`config.mk`:
```
export PLATFORM = sky130hd
export DESIGN_NAME = branch_predictor
export DESIGN_NICKNAME = d
export VERILOG_FILES = /design/src/rtl/branch_predictor.sv
export SDC_FILE = /design/constraint.sdc
export NUM_CORES = 2
export LEC_CHECK = 0
export ABC_AREA = 1
export CORE_UTILIZATION = 46
export DETAILED_ROUTE_END_ITERATION = 10
export SLEW_MARGIN = 20
export SYNTH_ARGS = -nofsm -noshare
export SYNTH_HDL_FRONTEND = slang
export SYNTH_SLANG_ARGS = --single-unit
```
`constraint.sdc`:
```
create_clock -name clk -period 7.12 [get_ports clk]
set_clock_uncertainty 0.05 [all_clocks]
set_input_delay 1.424 -clock clk [delete_from_list [all_inputs] [get_ports clk]]
set_output_delay 1.424 -clock clk [all_outputs]
set_load 0.01 [all_outputs]
```
`src/rtl/branch_predictor.sv`:
```
// Direct-mapped BTB with 2-bit saturating direction counters, execute-stage
// mispredict detection/redirect, and saturating branch statistics.
module branch_predictor #(
   parameter int DATA_WIDTH = 32,
   parameter int INDEX_BITS = 4
) (
   input  logic                  clk,
   input  logic                  rst,
   input  logic [DATA_WIDTH-1:0] pcF,
   output logic                  btbHitF,
   output logic                  predictTakenF,
   output logic [DATA_WIDTH-1:0] predictPcF,
   input  logic                  updateEnE,
   input  logic [DATA_WIDTH-1:0] pcE,
   input  logic [DATA_WIDTH-1:0] targetE,
   input  logic                  branchTakenE,
   input  logic                  predictedTakenE,
   input  logic [DATA_WIDTH-1:0] predictedPcE,
   output logic                  mispredictE,
   output logic [DATA_WIDTH-1:0] correctPcE,
   output logic [31:0]           branchCount,
   output logic [31:0]           mispredictCount
);

   localparam int ENTRIES = 1 << INDEX_BITS;
   localparam int TAG_W   = DATA_WIDTH - INDEX_BITS - 2;
   localparam logic [DATA_WIDTH-1:0] PC_STEP = DATA_WIDTH'(4);
   localparam logic [31:0] CNT_MAX = 32'hFFFF_FFFF;

   logic                  r_valid  [ENTRIES];
   logic [TAG_W-1:0]      r_tag    [ENTRIES];
   logic [DATA_WIDTH-1:0] r_target [ENTRIES];
   logic [1:0]            r_ctr    [ENTRIES];
   logic [31:0]           r_branch_cnt;
   logic [31:0]           r_mispredict_cnt;

   logic [INDEX_BITS-1:0] w_idx_f;
   logic [TAG_W-1:0]      w_tag_f;
   logic [INDEX_BITS-1:0] w_idx_e;
   logic [TAG_W-1:0]      w_tag_e;
   logic                  w_hit_e;
   logic                  w_mispredict;

   function automatic logic [1:0] f_sat_inc(input logic [1:0] c);
      return (c == 2'b11) ? 2'b11 : c + 2'b01;
   endfunction

   function automatic logic [1:0] f_sat_dec(input logic [1:0] c);
      return (c == 2'b00) ? 2'b00 : c - 2'b01;
   endfunction

   assign w_idx_f = pcF[INDEX_BITS+1:2];
   assign w_tag_f = pcF[DATA_WIDTH-1:INDEX_BITS+2];
   assign w_idx_e = pcE[INDEX_BITS+1:2];
   assign w_tag_e = pcE[DATA_WIDTH-1:INDEX_BITS+2];
   assign w_hit_e = r_valid[w_idx_e] && (r_tag[w_idx_e] == w_tag_e);

   // Fetch-side lookup and execute-side resolve are purely combinational.
   always_comb begin
      btbHitF       = r_valid[w_idx_f] && (r_tag[w_idx_f] == w_tag_f);
      predictTakenF = btbHitF && r_ctr[w_idx_f][1];
      if (predictTakenF) begin
         predictPcF = r_target[w_idx_f];
      end else begin
         predictPcF = pcF + PC_STEP;
      end
      w_mispredict = (branchTakenE != predictedTakenE) ||
                     (branchTakenE && (predictedPcE != targetE));
      if (updateEnE) begin
         mispredictE = w_mispredict;
         correctPcE  = branchTakenE ? targetE : (pcE + PC_STEP);
      end else begin
         mispredictE = 1'b0;
         correctPcE  = '0;
      end
   end

   // Table update and statistics; reset outranks any same-cycle update.
   always_ff @(posedge clk) begin
      if (rst) begin
         for (int i = 0; i < ENTRIES; i++) begin
            r_valid[i]  <= 1'b0;
            r_tag[i]    <= '0;
            r_target[i] <= '0;
            r_ctr[i]    <= 2'b01;
         end
         r_branch_cnt     <= 32'd0;
         r_mispredict_cnt <= 32'd0;
      end else if (updateEnE) begin
         if (w_hit_e) begin
            r_ctr[w_idx_e] <= branchTakenE ? f_sat_inc(r_ctr[w_idx_e])
                                           : f_sat_dec(r_ctr[w_idx_e]);
            if (branchTakenE) begin
               r_target[w_idx_e] <= targetE;
            end
         end else if (branchTakenE) begin
            r_valid[w_idx_e]  <= 1'b1;
            r_tag[w_idx_e]    <= w_tag_e;
            r_target[w_idx_e] <= targetE;
            r_ctr[w_idx_e]    <= 2'b10;
         end
         if (r_branch_cnt != CNT_MAX) begin
            r_branch_cnt <= r_branch_cnt + 32'd1;
         end
         if (w_mispredict && (r_mispredict_cnt != CNT_MAX)) begin
            r_mispredict_cnt <= r_mispredict_cnt + 32'd1;
         end
      end
   end

   assign branchCount     = r_branch_cnt;
   assign mispredictCount = r_mispredict_cnt;

endmodule

```
# After elaboration in Yosys (flattened, before gate mapping)

Memories as Yosys holds them, arrays and structs flattened.
Cells that the tools add are included.

Add/subtract/negate cells: 6
Eq/ne operators: 7
Multiplexer cells: 36
Bitwise operators: 2
Reductions and logical operators: 13

Operators with widths:

| operator                                          | number |
|---|---|
| two-way mux 32 bit                                | 5 |
| adder 32 x 1 -> 32 bit (second input constant)    | 2 |
| adder 32 x 3 -> 32 bit (second input constant)    | 2 |
| inequality test 32 bit (second input constant)    | 2 |
| equality test 26 bit                              | 2 |
| inequality test 32 bit                            | 1 |
| OR reduction 32 bit                               | 1 |
| two-way mux 26 bit                                | 1 |
| OR reduction 26 bit                               | 1 |
| two-way mux 1 bit                                 | 21 |
| two-way mux 4 bit                                 | 4 |
| two-way mux 2 bit                                 | 5 |
| logical AND 1 bit                                 | 5 |
| AND reduction 2 bit                               | 2 |
| adder 2 x 1 -> 2 bit (second input constant)      | 1 |
| equality test 2 bit (second input constant)       | 1 |
| logical NOT 2 bit                                 | 1 |
| OR 1 bit                                          | 2 |
| OR reduction 2 bit                                | 1 |
| subtractor 2 x 1 -> 2 bit (second input constant) | 1 |
| logical OR 1 bit                                  | 1 |
| inequality test 1 bit                             | 1 |
| OR reduction 1 bit                                | 1 |

Register bits after elaboration: 64
Bits in writable memories: 976
Output and inout port bits: 131
Memories: 4

Memories:

| memory   | words | width | read ports | clocked after Yosys merged registers in | write ports | line | RTL |
|---|---|---|---|---|---|---|---|
| r_target | 16    | 32    | 1          | 0                                       | 16          | 32   | `logic [DATA_WIDTH-1:0] r_target [ENTRIES];` |
| r_tag    | 16    | 26    | 2          | 0                                       | 16          | 31   | `logic [TAG_W-1:0] r_tag [ENTRIES];` |
| r_ctr    | 16    | 2     | 2          | 0                                       | 16          | 33   | `logic [1:0] r_ctr [ENTRIES];` |
| r_valid  | 16    | 1     | 2          | 0                                       | 16          | 30   | `logic r_valid [ENTRIES];` |

# Logic depth before layout (Yosys ltp)

An unclocked memory read counts as a cell.

Depth in word-level cells: 10
Gate-level depth with buffers: 23

# Worst setup path after synthesis

No wires, ideal clock.

Path type: input-to-output
From: input port pcF[2]
To: output port predictPcF[4]
Arrival time: 3.455 ns
Data required time: 5.646 ns
Setup slack: 2.191 ns
Stages: 12
Cell sequence: buf_2 buf_2 buf_2 buf_2 buf_2 a21oi_1 o21ai_0 a22o_1 a31oi_1 nand3_1 clkbuf_1 o21ai_0

Longest elaborated chain between the ends: 5

RTL lines:

| element                   | line | RTL |
|---|---|---|
| start, declared           | 9    | `input logic [DATA_WIDTH-1:0] pcF,` |
| memory read (16 x 26 bit) | -    |  |
| equality test 26 bit      | 60   | `btbHitF = r_valid[w_idx_f] && (r_tag[w_idx_f] == w_tag_f);` |
| logical AND 1 bit         | 60   |  |
| logical AND 1 bit         | 61   | `predictTakenF = btbHitF && r_ctr[w_idx_f][1];` |
| two-way mux 32 bit (*)    | 62   | `if (predictTakenF) begin` |
| end, declared             | 12   | `output logic [DATA_WIDTH-1:0] predictPcF,` |

Mark *: on every way between the ends. The rest lies on a longest branch, timed or not.

# Worst setup path in the final report

From: input port pcF[5]
To: output port predictPcF[24]

Same word-level chain as after synthesis.

==> implementation parameters <==
Parameter                              Value

Outcome
  Outcome    finished clean

Layout
  Finished Layout Cells    8,582
  Most used cells in the layout excluding fill and tap cells    sky130_fd_sc_hd__nor2_1, sky130_fd_sc_hd__nand2_1, sky130_fd_sc_hd__edfxtp_1
  Total Nets Final    7,014
  End-of-flow core utilization    0.531
  Most common cell after layout, fill and taps aside    sky130_fd_sc_hd__nor2_1
  Area growth, synth to finish    14.2%
  Share of cells above drive strength 1    0.0593

Global route
  Global-route wire length before repair    322,000 um
  Met3 track demand over resource    0.112
  GR met1 Demand/Resource    0.482
  Largest net degree at the start of global routing    178
  Vias in the first global route    47,000
  Antenna violations before repair    11
  GR Overflow Total    0
  Most crowded layer after global routing    met2
  Met2 Usage GRT    0.530
  GRT Total Usage    0.362

Critical path
  Family with the most delay on the worst path    buffers and inverters
  Setup crit end kind    output pin
  R2R Path Start    r_tag[9][22]
  Sort of element at the start of the critical path    input port
  Worst Path Max Fanout    29
  Critical path arrival    around 5200 ps
  Delay of the slowest critical-path stage    approximately 710 ps
  Req. time, crit path    5650 ps
  Library cell appearing most often on the critical path    sky130_fd_sc_hd__nand2_1
  Worst path bufs/invs    6
  Cell Chain, Critical Path    clkdlybuf4s50_1 -> inv_2 -> nor2_4 -> buf_4 -> a22o_1 -> a31oi_4 -> buf_16 -> nand2_1 -> buf_4 -> nand2_1 -> nand2_1 -> clkdlybuf4s50_1
  Worst setup path category    input port to output pin
  Critical Path Source    pcF[5]
  Max stage delay cell, worst path    sky130_fd_sc_hd__clkdlybuf4s50_1

Worst hold path
  HP Class    flop to flop
  Launch instance of the worst min-delay path    r_valid[15]

Clock tree
  Total clock buffers created by CTS    113
  CTS tree    done
  Setup bufs post-CTS    0
  PostCTS Resize Cnt    0
  Clock H-tree levels    3
  Later-pin clock latency in the skew report    740 ps
  Total clock sinks    1,040
  Clock-pin slew of the registers on the worst-case setup and hold paths    60 ps
  Root Buffer    sky130_fd_sc_hd__clkbuf_16
  Post-CTS Hold Fix Bufs    0
  Number of buffers on the longest clock path    3

Synth
  Yosys synthesis warning count    0
  Count of different cell masters after synthesis    50
  Net count after synthesis    between 6,000 and 7,000
  Share of synthesized area occupied by flip-flops and latches    0.545
  Number of register bits inferred by synthesis    ~1,000
  Post-synthesis cell count    6,785
  Async SR Flop Fraction    0
  Mean instance size in the synthesized netlist    8.23 um2
  Primary flip-flop cell chosen by synthesis mapping    sky130_fd_sc_hd__edfxtp_1
  Number of synthesized flops with an enable pin    960
  Summed instance area of the synthesized netlist    0.0558 mm2

Die
  Die outline area    between 0.1 and 0.15 mm2
  Die boundary width    350 um
  CORE AREA    between 0.1 and 0.15 mm2
  Initial standard-cell utilization of the core    0.465
  Die boundary height    350 um
  FP Rows    127
  IO Count    roughly 260

Place
  Number of port buffers    about 260
  Placed instance count    8,370
  RD Place Congestion    1.00
  Half-perimeter wire length of the detailed placement result    ~140,000 um
  Worst Setup Slack post-DPL    488 ps

STA
  Setup repair after global routing missed its margin    no
  Maximum clock frequency    150 MHz
  Max Slew Vio Count    0
  Min Clock Period, post-route    roughly 6700 ps
  Hold violation count in the final report    0
  Final critical-path share of the clock period    0.939
  Setup violations, final    0
  Final sum of negative setup slack    0 ps
  Slew headroom    0.245
  PnR worst setup slack    433 ps
  Actual slew at the worst max-slew pin    approximately 1100 ps

Route
  Number of antenna-violating nets in the routed design    0
  Violation count after the first detailed-routing iteration    6,514
  DR pass1 iterations    6
  Drc violations    0
  Total routed wirelength    between 200,000 and 250,000 um
  Vias    50,500
  Routed wire length per instance    between 20 and 30 um
  Post-detailed-route via-to-cell ratio    5.88

Power and ir drop
  Final Total Pwr    14.8 mW
  Worst vdd rail ir drop    0.000189 V
  P_leak    between 20 and 30 nW
  PD cells    between 200 and 250 mW/mm2

Job
  Count of maximum capacitance violations    0
worst paths after layout:
| kind | end | slack [ps] | cells after the start |
|---|---|---|---|
| worst min-delay path | r_valid[15] | 420 | 2 |
| worst max-delay path | predictPcF[24] | 430 | 12 |
| worst max register to register | r_tag[8][8] | 3310 | 17 |
| worst min register to register | r_valid[15] | 420 | 2 |
flip-flops by register name, indices dropped and copies added (netlist names):
signal	cells
r_tag	416
r_ctr	32
r_valid	16
branchCount	32
mispredictCount	32
r_target	512
kinds of logic (layout without fill, tap and decap cells):
logic type	Yosys count	in the layout	synth area share
and+or+nand+nor	3547	3547	0.255
buffers and inverters	1082	1260	0.0789
DFF	1040	1040	0.545
AOI/OAI and AO/OA	1010	1010	0.103
xor gates and xnor gates	99	99	0.0155
adders and majority gates	7	7	0.00157
other	0	7	0
tightest hold or removal path, cell delays in order (launching register included):
cell                      delay (ps)
sky130_fd_sc_hd__dfxtp_1         320
sky130_fd_sc_hd__nand2_1          60
sky130_fd_sc_hd__nand2_1          50
synth_stat cells (all sizes together), types with 10 or more instances:
cell type	count	area, um2
nand3	386	1930
xor2	87	762
nor4	17	106
o21ai	515	2580
clkinv	46	173
dfxtp	80	1600
nor3	67	357
a21oi	193	966
o221ai	41	359
edfxtp	960	28800
clkbuf	296	1110
nand4	53	332
o22ai	88	551
nor2	1539	5810
buf	179	1010
a31oi	10	62.6
o211ai	141	1060
nand2	1466	5590
inv	561	2110
xnor2	12	105
stage by stage:
step	hold slack, ps	instance area, um2
floorplan	391	55800
global placement	406	60200
detailed placement	413	60200
CTS	423	63700
global route	446	63700
finish	422	63700
per-layer routing:
metal	routed length (um)	part of all wire
met4	12600	0.056
met1	87200	0.39
met5	137	0.00061
met3	29800	0.13
met2	95300	0.42
where the power goes:
part	internal, mW	total, mW	leakage [nW]	switching [mW]
combinational	0.532	1.99	14.2	1.45
sequential	6.96	7.06	9.76	0.0952
clock	3.22	5.77	1.70	2.55
total	10.7	14.8	25.7	4.10
area by class of cell:
cell class	instances	area, um2
fill	11300	56400
sequential	1040	30400
multi-input combinational	4663	21100
timing repair buffer	449	4360
clock buffer	142	2980
inverter	607	2300
tap	1612	2020
clock inverter	62	562
antenna	7	17.5
No activity file was read; power rests on OpenSTA's default activity.
